## src/rtl/gpa_fhdo_pkg.sv

```systemverilog
// Shared types for the GPA-FHDO update scheduler and its frame FIFO.
package gpa_fhdo_pkg;

  localparam int NUM_CH = 4;
  localparam int DATA_W = 24;

  typedef logic [NUM_CH*DATA_W-1:0] gpa_frame_t;

  typedef enum logic [1:0] {
    IDLE  = 2'd0,
    SEND  = 2'd1,
    GUARD = 2'd2,
    WAIT  = 2'd3
  } sched_state_t;

endpackage

```

## src/rtl/gpa_fhdo_frame_fifo.sv

```systemverilog
// Synchronous show-ahead FIFO of gradient frames with a registered fill level.
module gpa_fhdo_frame_fifo #(
  parameter int AW = 4
) (
  input  logic                                          clk,
  input  logic                                          rst_n,
  input  logic                                          wr_en,
  input  logic [gpa_fhdo_pkg::NUM_CH*gpa_fhdo_pkg::DATA_W-1:0] wr_data,
  output logic                                          full,
  input  logic                                          rd_en,
  output logic [gpa_fhdo_pkg::NUM_CH*gpa_fhdo_pkg::DATA_W-1:0] rd_data,
  output logic [AW:0]                                   level
);
  import gpa_fhdo_pkg::*;

  localparam int DEPTH = 1 << AW;

  gpa_frame_t    mem_r [DEPTH];
  logic [AW-1:0] wr_ptr_r;
  logic [AW-1:0] rd_ptr_r;
  logic [AW:0]   level_r;
  logic          wr_s;
  logic          rd_s;

  // Full is judged on the registered level only, so a pop never frees a slot early.
  assign full    = level_r[AW];
  assign wr_s    = wr_en && !level_r[AW];
  assign rd_s    = rd_en && (level_r != {(AW+1){1'b0}});
  assign rd_data = mem_r[rd_ptr_r];
  assign level   = level_r;

  // Frame storage
  always_ff @(posedge clk) begin
    if (wr_s) begin
      mem_r[wr_ptr_r] <= wr_data;
    end
  end

  // Pointers and fill level
  always_ff @(posedge clk) begin
    if (!rst_n) begin
      wr_ptr_r <= {AW{1'b0}};
      rd_ptr_r <= {AW{1'b0}};
      level_r  <= {(AW+1){1'b0}};
    end else begin
      if (wr_s) wr_ptr_r <= wr_ptr_r + {{(AW-1){1'b0}}, 1'b1};
      if (rd_s) rd_ptr_r <= rd_ptr_r + {{(AW-1){1'b0}}, 1'b1};
      case ({wr_s, rd_s})
        2'b10:   level_r <= level_r + {{AW{1'b0}}, 1'b1};
        2'b01:   level_r <= level_r - {{AW{1'b0}}, 1'b1};
        default: level_r <= level_r;
      endcase
    end
  end

endmodule

```

## src/rtl/gpa_fhdo_sched.sv

```systemverilog
// Update scheduler/arbiter in front of gpa_fhdo_iface: timed stream frames first, host config in the gaps.
// Optional statistics counters are built only with GPA_FHDO_SCHED_STATS_EN defined.
module gpa_fhdo_sched #(
  parameter int DATA_W  = gpa_fhdo_pkg::DATA_W,
  parameter int FIFO_AW = 4,
  parameter int DIV_W   = 16
) (
  input  logic                clk,
  input  logic                rst_n,
  input  logic                enable_i,
  input  logic [DIV_W-1:0]    interval_i,
  input  logic [4*DATA_W-1:0] strm_data_i,
  input  logic                strm_valid_i,
  output logic                strm_ready_o,
  input  logic [4*DATA_W-1:0] cfg_data_i,
  input  logic                cfg_valid_i,
  output logic                cfg_ready_o,
  output logic [DATA_W-1:0]   datax_o,
  output logic [DATA_W-1:0]   datay_o,
  output logic [DATA_W-1:0]   dataz_o,
  output logic [DATA_W-1:0]   dataz2_o,
  output logic                valid_o,
  input  logic                busy_i,
  output logic [FIFO_AW:0]    fifo_level_o,
  output logic                underrun_o,
  output logic                late_o,
  output logic [15:0]         underrun_cnt_o,
  output logic [15:0]         late_cnt_o
);
  import gpa_fhdo_pkg::*;

  sched_state_t     state_r;
  logic [DIV_W-1:0] cnt_r;
  logic             tick_pending_r;
  logic             tick_s;
  logic             service_s;
  logic             cfg_take_s;
  logic             fifo_empty_s;
  logic             fifo_full_s;
  logic             fifo_rd_s;
  logic             underrun_ev_s;
  logic             late_ev_s;
  gpa_frame_t       fifo_head_s;

  gpa_fhdo_frame_fifo #(.AW(FIFO_AW)) u_fifo (
    .clk     (clk),
    .rst_n   (rst_n),
    .wr_en   (strm_valid_i),
    .wr_data (strm_data_i),
    .full    (fifo_full_s),
    .rd_en   (fifo_rd_s),
    .rd_data (fifo_head_s),
    .level   (fifo_level_o)
  );

  // A tick is serviced whether or not a frame is available; an empty FIFO turns it into an underrun.
  assign tick_s        = enable_i && (cnt_r == {DIV_W{1'b0}});
  assign service_s     = (state_r == IDLE) && !busy_i && (tick_pending_r || tick_s);
  assign fifo_empty_s  = (fifo_level_o == {(FIFO_AW+1){1'b0}});
  assign fifo_rd_s     = service_s && !fifo_empty_s;
  assign underrun_ev_s = service_s && fifo_empty_s;
  assign late_ev_s     = tick_s && tick_pending_r;
  assign strm_ready_o  = !fifo_full_s;
  assign cfg_ready_o   = (state_r == IDLE) && !busy_i && !tick_pending_r && !tick_s;
  assign cfg_take_s    = cfg_valid_i && cfg_ready_o;

  // Update-interval down-counter and the single-entry pending-tick flag
  always_ff @(posedge clk) begin
    if (!rst_n || !enable_i) begin
      cnt_r          <= interval_i;
      tick_pending_r <= 1'b0;
    end else begin
      if (tick_s) cnt_r <= interval_i;
      else        cnt_r <= cnt_r - {{(DIV_W-1){1'b0}}, 1'b1};
      if (service_s)   tick_pending_r <= 1'b0;
      else if (tick_s) tick_pending_r <= 1'b1;
      else             tick_pending_r <= tick_pending_r;
    end
  end

  // Issue FSM with registered strobe, data and event pulses
  always_ff @(posedge clk) begin
    if (!rst_n) begin
      state_r    <= IDLE;
      valid_o    <= 1'b0;
      datax_o    <= {DATA_W{1'b0}};
      datay_o    <= {DATA_W{1'b0}};
      dataz_o    <= {DATA_W{1'b0}};
      dataz2_o   <= {DATA_W{1'b0}};
      underrun_o <= 1'b0;
      late_o     <= 1'b0;
    end else begin
      valid_o    <= 1'b0;
      underrun_o <= underrun_ev_s;
      late_o     <= late_ev_s;
      case (state_r)
        IDLE: begin
          if (fifo_rd_s) begin
            state_r <= SEND;
            valid_o <= 1'b1;
            {dataz2_o, dataz_o, datay_o, datax_o} <= fifo_head_s;
          end else if (cfg_take_s) begin
            state_r <= SEND;
            valid_o <= 1'b1;
            {dataz2_o, dataz_o, datay_o, datax_o} <= cfg_data_i;
          end else begin
            state_r <= IDLE;
          end
        end
        SEND:  state_r <= GUARD;
        // busy_i is not trusted here: the interface needs a cycle to raise it
        GUARD: state_r <= WAIT;
        WAIT: begin
          if (!busy_i) state_r <= IDLE;
          else         state_r <= WAIT;
        end
        default: state_r <= IDLE;
      endcase
    end
  end

`ifdef GPA_FHDO_SCHED_STATS_EN
  logic [15:0] underrun_cnt_r;
  logic [15:0] late_cnt_r;

  // Saturating event counters, cleared only by reset
  always_ff @(posedge clk) begin
    if (!rst_n) begin
      underrun_cnt_r <= 16'h0000;
      late_cnt_r     <= 16'h0000;
    end else begin
      if (underrun_ev_s && (underrun_cnt_r != 16'hFFFF)) underrun_cnt_r <= underrun_cnt_r + 16'h0001;
      if (late_ev_s && (late_cnt_r != 16'hFFFF))         late_cnt_r     <= late_cnt_r + 16'h0001;
    end
  end

  assign underrun_cnt_o = underrun_cnt_r;
  assign late_cnt_o     = late_cnt_r;
`else
  assign underrun_cnt_o = 16'h0000;
  assign late_cnt_o     = 16'h0000;
`endif

endmodule

```

## config.mk

```make
export PLATFORM = sky130hd
export DESIGN_NAME = gpa_fhdo_sched
export DESIGN_NICKNAME = d
export VERILOG_FILES = /design/src/rtl/gpa_fhdo_pkg.sv /design/src/rtl/gpa_fhdo_frame_fifo.sv /design/src/rtl/gpa_fhdo_sched.sv
export SDC_FILE = /design/constraint.sdc
export NUM_CORES = 1
export LEC_CHECK = 0
export ABC_CLOCK_PERIOD_IN_PS = 15200
export BUFFER_PORTS_ARGS = -buffer_cell sky130_fd_sc_hd__buf_2
export CAP_MARGIN = 20
export CORE_MARGIN = 3
export CORE_UTILIZATION = 55
export CTS_BUF_LIST = sky130_fd_sc_hd__clkbuf_8
export DETAILED_ROUTE_END_ITERATION = 8
export GPL_TIMING_DRIVEN = 0
export MAX_ROUTING_LAYER = met4
export PLACE_DENSITY = 0.73
export SYNTH_ARGS = -nofsm -noshare
export SYNTH_HDL_FRONTEND = slang
export SYNTH_HIERARCHICAL = 1
export SYNTH_SLANG_ARGS = --single-unit
```

## constraint.sdc

```tcl
create_clock -name clk -period 15.2 [get_ports clk]
set_input_delay 3.04 -clock clk [delete_from_list [all_inputs] [get_ports clk]]
set_output_delay 3.04 -clock clk [all_outputs]
set_load 0.05 [all_outputs]
```

Yosys cells after proc, flatten, opt, wreduce, memory -nomap -nowiden
Memories as Yosys holds them, arrays and structs flattened. A register that Yosys moved wholly into a read port is not among the register bits.
Index checks and enable logic that the tools add are counted.

storage, ports and cells
  flip-flop bits (word level) = 131
  RAM bits = 1536
  output and inout port bits = 138
  word-level logic and storage cells = 74
  memories = 1

memory list
  name          words  width  rd ports  clocked after memory_dff  write ports  RTL line                   RTL
  u_fifo.mem_r  16     96     1         1                         1            gpa_fhdo_frame_fifo.sv:18  gpa_frame_t mem_r [DEPTH];

cells by class
  $add $sub $neg = 5
  eq/ne operators = 5
  muxes and demuxes = 21
  reduce and logical (&&, ||, !) cells = 29

operator list
  cell                                                 count
  2-to-1 mux 24 bit                                    8
  2-to-1 mux 16 bit                                    2
  logical NOT 16 bit                                   1
  subtractor 16 x 1 -> 16 bit (second input constant)  1
  logical AND 1 bit                                    11
  one-hot mux 5 bit (2 select lines)                   1
  adder 4 x 1 -> 4 bit (second input constant)         2
  2-to-1 mux 4 bit                                     2
  one-hot mux 2 bit (4 select lines)                   1
  logical NOT 1 bit                                    7
  == test 2 bit (second input constant)                3
  2-to-1 mux 1 bit                                     6
  adder 5 x 1 -> 5 bit (second input constant)         1
  logical NOT 5 bit                                    1
  nonzero test 5 bit                                   1
  subtractor 5 x 1 -> 5 bit (second input constant)    1
  == test 2 x 1 -> 1 bit (second input constant)       2
  AND reduction 2 bit                                  2
  nonzero test 2 bit                                   2
  logical NOT 2 bit                                    1
  logical OR 1 bit                                     2
  2-to-1 mux 2 bit                                     1
  OR reduction 2 bit                                   1

Depth between registers and ports, before layout
  depth after elaboration = 8
  depth in mapped cells = 19

By module
The synthesis kept the hierarchy.

by module, submodules not included
  module               times used  cells an instance  area an instance (um2)  sequential area each (um2)
  gpa_fhdo_frame_fifo  1           2238               58623.7                 46464.6
  gpa_fhdo_sched       1           508                5507.8                  2362.3

Least setup slack after synthesis
OpenSTA, ideal clock, no wires.

  path type = in2reg
  start point = input strm_valid_i
  end point = memory u_fifo/mem_r[3][0] in the netlist's numbering, enable pin
  arrival time = 9.946 ns
  data required time = 14.532 ns
  setup slack = 4.585 ns
  stages = 4
  path buffers = 1
  cells stage by stage = nor2b_1 -> buf_2 -> nand2_1 -> nor3_1

on the way
  cells in the longest elaborated chain, start to end = 3

RTL lines
  what                                    RTL line                   RTL
  start: declaration                      gpa_fhdo_sched.sv:13       input logic strm_valid_i,
  logical AND 1 bit                       gpa_fhdo_frame_fifo.sv:27  assign wr_s = wr_en && !level_r[AW];
  2-to-1 mux 1 bit                        gpa_fhdo_frame_fifo.sv:34  if (wr_s) begin
  2-to-1 mux 1 bit (implied by the code)  gpa_fhdo_frame_fifo.sv:35  mem_r[wr_ptr_r] <= wr_data;
  end: declaration                        gpa_fhdo_frame_fifo.sv:18

No other way between the ends.

Worst setup path in the final report
  start point = input enable_i
  end point = output cfg_ready_o

on the way
  cells in the longest elaborated chain, start to end = 3

RTL lines
  what                RTL line              RTL
  start: declaration  gpa_fhdo_sched.sv:10  input logic enable_i,
  logical AND 1 bit   gpa_fhdo_sched.sv:57  assign tick_s = enable_i && (cnt_r == {DIV_W{1'b0}});
  logical NOT 1 bit   gpa_fhdo_sched.sv:64  assign cfg_ready_o = (state_r == IDLE) && !busy_i && !tick_pending_r && !tick_s;
  logical AND 1 bit   gpa_fhdo_sched.sv:64
  end: declaration    gpa_fhdo_sched.sv:17  output logic cfg_ready_o,

No other way between the ends.

==> impl_metrics.prom <==
# TYPE chip_impl_metric gauge
chip_impl_info{name="outcome",value="completed"} 1
chip_impl_info{name="timing.rr.start",value="cnt_r[0]$_DFF_P_"} 1
chip_impl_metric{name="initial_util",unit=""} 0.5578
chip_impl_metric{name="detailed_place_hpwl",unit="um"} 111300
chip_impl_metric{name="rows",unit=""} 124
chip_impl_metric{name="finalCritPeriodShare",unit=""} 0.4919
chip_impl_metric{name="worst-r2r-cell-count",unit=""} 19
chip_impl_metric{name="insertion_delay",unit="ns"} 0.93
chip_impl_metric{name="route.vias.total",unit=""} 33590
chip_impl_metric{name="postCtsResizedCells",unit=""} 0
chip_impl_metric{name="finish.net_count",unit=""} 3725
chip_impl_metric{name="clk_pin_slew",unit="ns"} 0.05
chip_impl_metric{name="biggest_fanout_along_the_worst_timing_path",unit=""} 6
chip_impl_info{name="cp-start-kind",value="primary input"} 1
chip_impl_metric{name="drc",unit=""} 0
chip_impl_info{name="mostFrequentLayoutCell",value="sky130_fd_sc_hd__edfxtp_1"} 1
chip_impl_metric{name="core_region_area",unit="sq mm"} 0.1150
chip_impl_metric{name="global_route_wire_length_before_repair",unit="um"} 240500
chip_impl_metric{name="leakage",unit="uW"} 0.02441
chip_impl_metric{name="drt-vias-per-instance",unit=""} 6.403
chip_impl_metric{name="cts_hold_buffers",unit=""} 0
chip_impl_metric{name="synth_async_sr_flop_share",unit=""} 0
chip_impl_metric{name="synth.yosys.seq_area_share",unit=""} 0.7614
chip_impl_metric{name="synth_area",unit="sq mm"} 0.06413
chip_impl_metric{name="first_pass_iters",unit=""} 6
chip_impl_info{name="timing.rr.end",value="u_fifo/level[4]$_SDFFE_PN0P_"} 1
chip_impl_metric{name="final_antenna_net_count",unit=""} 0
chip_impl_info{name="crit_path_end",value="cfg_ready_o"} 1
chip_impl_metric{name="pin_count",unit=""} 352
chip_impl_metric{name="relSlewSlack",unit=""} 0.2459
chip_impl_info{name="worstSetupEndpointType",value="output pin"} 1
chip_impl_metric{name="reg2reg_setup_slack",unit="ns"} 10.27
chip_impl_metric{name="die_ar",unit="sq mm"} 0.1207
chip_impl_metric{name="drt-wirelength-per-cell",unit="um"} 32.01
chip_impl_metric{name="worstPathRequired",unit="ns"} 12.16
chip_impl_metric{name="syn_to_final_growth",unit="%"} 17.22
chip_impl_metric{name="syn_area_per_cell",unit="sq um"} 23.35
chip_impl_info{name="grt_setup_unrepaired",value="no"} 1
chip_impl_info{name="path_class_of_the_lowest_slack_min_delay_path",value="reg2reg"} 1
chip_impl_metric{name="min_tclk_post_route",unit="ns"} 7.476
chip_impl_metric{name="grt_pass1_vias",unit=""} 34370
chip_impl_metric{name="grt_antenna_before_repair",unit=""} 39
chip_impl_metric{name="cts.repair_timing.setup_buffer_count",unit=""} 0
chip_impl_metric{name="cts_inserted_buffers",unit=""} 279
chip_impl_metric{name="htreeDepth",unit=""} 5
chip_impl_info{name="cts_root_buf",value="sky130_fd_sc_hd__clkbuf_8"} 1
chip_impl_metric{name="grt_start_max_net_pins",unit=""} 24
chip_impl_metric{name="portBuffers",unit=""} 319
chip_impl_metric{name="fp.dieH",unit="um"} 347.5
chip_impl_metric{name="timing_max_transition_violations_final",unit=""} 0
chip_impl_info{name="cts_tree",value="done"} 1
chip_impl_metric{name="drt_iter0_markers",unit=""} 4181
chip_impl_metric{name="die_width",unit="um"} 347.5
chip_impl_metric{name="timing_hold_violations_final",unit=""} 0
chip_impl_metric{name="max_slew.worst_pin.slew",unit="ns"} 1.131
chip_impl_metric{name="gp_congestion",unit=""} 0.8515
chip_impl_metric{name="report.final.setup_viol",unit=""} 0
chip_impl_metric{name="syn-instance-count",unit=""} 2746
chip_impl_metric{name="vdd_drop_max",unit="V"} 0.00008565
chip_impl_metric{name="grt_remaining_overflow",unit=""} 0
chip_impl_metric{name="yosysUniqueCellTypes",unit=""} 56
chip_impl_metric{name="postLayoutCoreUtil",unit=""} 0.6539
chip_impl_metric{name="drt-total-wl",unit="um"} 167900
chip_impl_info{name="final_cell_mix",value="1536 x sky130_fd_sc_hd__edfxtp_1, 480 x sky130_fd_sc_hd__mux4_2, 348 x sky130_fd_sc_hd__buf_2"} 1
chip_impl_metric{name="cp_data_arrival_time",unit="ns"} 4.44
chip_impl_metric{name="register_bit_count_reported_by_yosys",unit=""} 1671
chip_impl_info{name="synth_flop_cell",value="sky130_fd_sc_hd__edfxtp_1"} 1
chip_impl_metric{name="power_per_cell_area",unit="mW/mm^2"} 122.0
chip_impl_metric{name="clock-skew-final",unit="ns"} 0.06293
chip_impl_metric{name="drive_above_1_share",unit=""} 0.3968
chip_impl_metric{name="clk_path_buf_depth",unit=""} 4
chip_impl_metric{name="number_of_flops_mapped_to_enable_cells_by_yosys",unit=""} 1536
chip_impl_info{name="critPathLaunch",value="enable_i"} 1
chip_impl_metric{name="total_track_usage",unit=""} 0.2887
chip_impl_metric{name="ys.warnings.count",unit=""} 6
chip_impl_info{name="critical_path_class",value="in2out"} 1
chip_impl_metric{name="fmaxAchievable",unit="MHz"} 133.8
chip_impl_metric{name="report.power.total",unit="uW"} 9175
chip_impl_metric{name="drv_cap",unit=""} 0
chip_impl_metric{name="clock_sinks",unit=""} 1671
[final cells by class]
type | count | area, sq um
clock inverter | 172 | 868.3
multi-input combinational | 892 | 14220
tap | 1512 | 1892
fill | 7213 | 39790
clock buffer | 308 | 4239
buffer | 207 | 1287
antenna | 34 | 85.08
sequential | 1671 | 48830
inverter | 7 | 26.28
timing repair buffer | 443 | 3732
[sequential cells by signal (all words and copies together) (netlist names), 4 cells and up, named ones only]
name,cells
u_fifo/level,5
u_fifo/mem_r,1536
datay_o,24
u_fifo/rd_ptr_r,4
u_fifo/wr_ptr_r,4
datax_o,24
dataz2_o,24
cnt_r,16
dataz_o,24
[power by group]
| part | total (uW) | switching, uW | internal, uW |
|---|---|---|---|
| Combinational | 411 | 280 | 131 |
| Clock | 3650 | 1710 | 1940 |
| Sequential | 5110 | 30.3 | 5080 |
| Total | 9170 | 2020 | 7160 |
[synth_stat cells (15+ instances only)]
master | instances | share of area
sky130_fd_sc_hd__nor2_1 | 18 | 0.0011
sky130_fd_sc_hd__o21ai_0 | 34 | 0.0027
sky130_fd_sc_hd__buf_6 | 44 | 0.0077
sky130_fd_sc_hd__o31a_1 | 96 | 0.013
sky130_fd_sc_hd__dfxtp_1 | 135 | 0.042
sky130_fd_sc_hd__buf_2 | 29 | 0.0023
sky130_fd_sc_hd__o221a_2 | 56 | 0.0098
sky130_fd_sc_hd__edfxtp_1 | 1536 | 0.72
sky130_fd_sc_hd__o221a_1 | 40 | 0.0070
sky130_fd_sc_hd__buf_1 | 15 | 0.00088
sky130_fd_sc_hd__clkbuf_1 | 81 | 0.0047
sky130_fd_sc_hd__mux4_2 | 480 | 0.17
sky130_fd_sc_hd__nand2_1 | 19 | 0.0011
sky130_fd_sc_hd__buf_4 | 38 | 0.0044
[metrics by stage]
stage / setup TNS (ns) / std cells / hold slack, ns / area, sq um / worst slack, ns
after floorplan: 0 / 2777 / 0.4440 / 64250 / 4.585
after global placement: -1804.85 / 4608 / 0.4538 / 67740 / -4.772
after detailed placement: 0 / 4728 / 0.4745 / 69920 / 7.792
after CTS: 0 / 5208 / 0.4844 / 75030 / 7.760
after global routing: 0 / 5236 / 0.5249 / 75150 / 7.696
final: 0 / 5246 / 0.4803 / 75180 / 7.724
[cells by family (layout without fill, tap and decap cells)]
logic type,after synthesis,after routing,synth area share
other,1,66,0.00005847
and+or+nand+nor,101,101,0.008955
adders and majority gates,10,10,0.001951
muxes,483,483,0.1691
DFF,1671,1671,0.7614
AOI/OAI and AO/OA,244,244,0.03512
buffers and inverters,214,1137,0.02047
xor gates and xnor gates,22,22,0.003005
[per-layer routing]
metal  routed length [um]  GRT usage  share of wire
met3                19370    0.07470           0.12
met1                61870     0.3862           0.37
met4                 3851    0.07794          0.023
met2                82830     0.4490           0.49
met5                    0          -              0
[how the worst min path moves through the flow]
stage,slack (ns),endpoint,cells past startpoint,from
global route,0.52,state_r[0]$_SDFF_PN0_,2,state_r[1]$_SDFF_PN0_
floorplan,0.44,state_r[1]$_SDFF_PN0_,1,state_r[1]$_SDFF_PN0_
CTS,0.48,state_r[1]$_SDFF_PN0_,1,state_r[1]$_SDFF_PN0_
detailed placement,0.47,state_r[1]$_SDFF_PN0_,1,state_r[1]$_SDFF_PN0_
global placement,0.45,state_r[1]$_SDFF_PN0_,1,state_r[1]$_SDFF_PN0_
finish,0.48,state_r[1]$_SDFF_PN0_,1,state_r[1]$_SDFF_PN0_
[worst max-delay path, stage by stage]
cell and delay [ns]:
sky130_fd_sc_hd__buf_2 0.11, sky130_fd_sc_hd__nor4bb_1 0.57, sky130_fd_sc_hd__a41oi_4 0.26, sky130_fd_sc_hd__and2_1 0.24, sky130_fd_sc_hd__buf_2 0.20
Note: power is estimated with default switching activity, not from simulation.
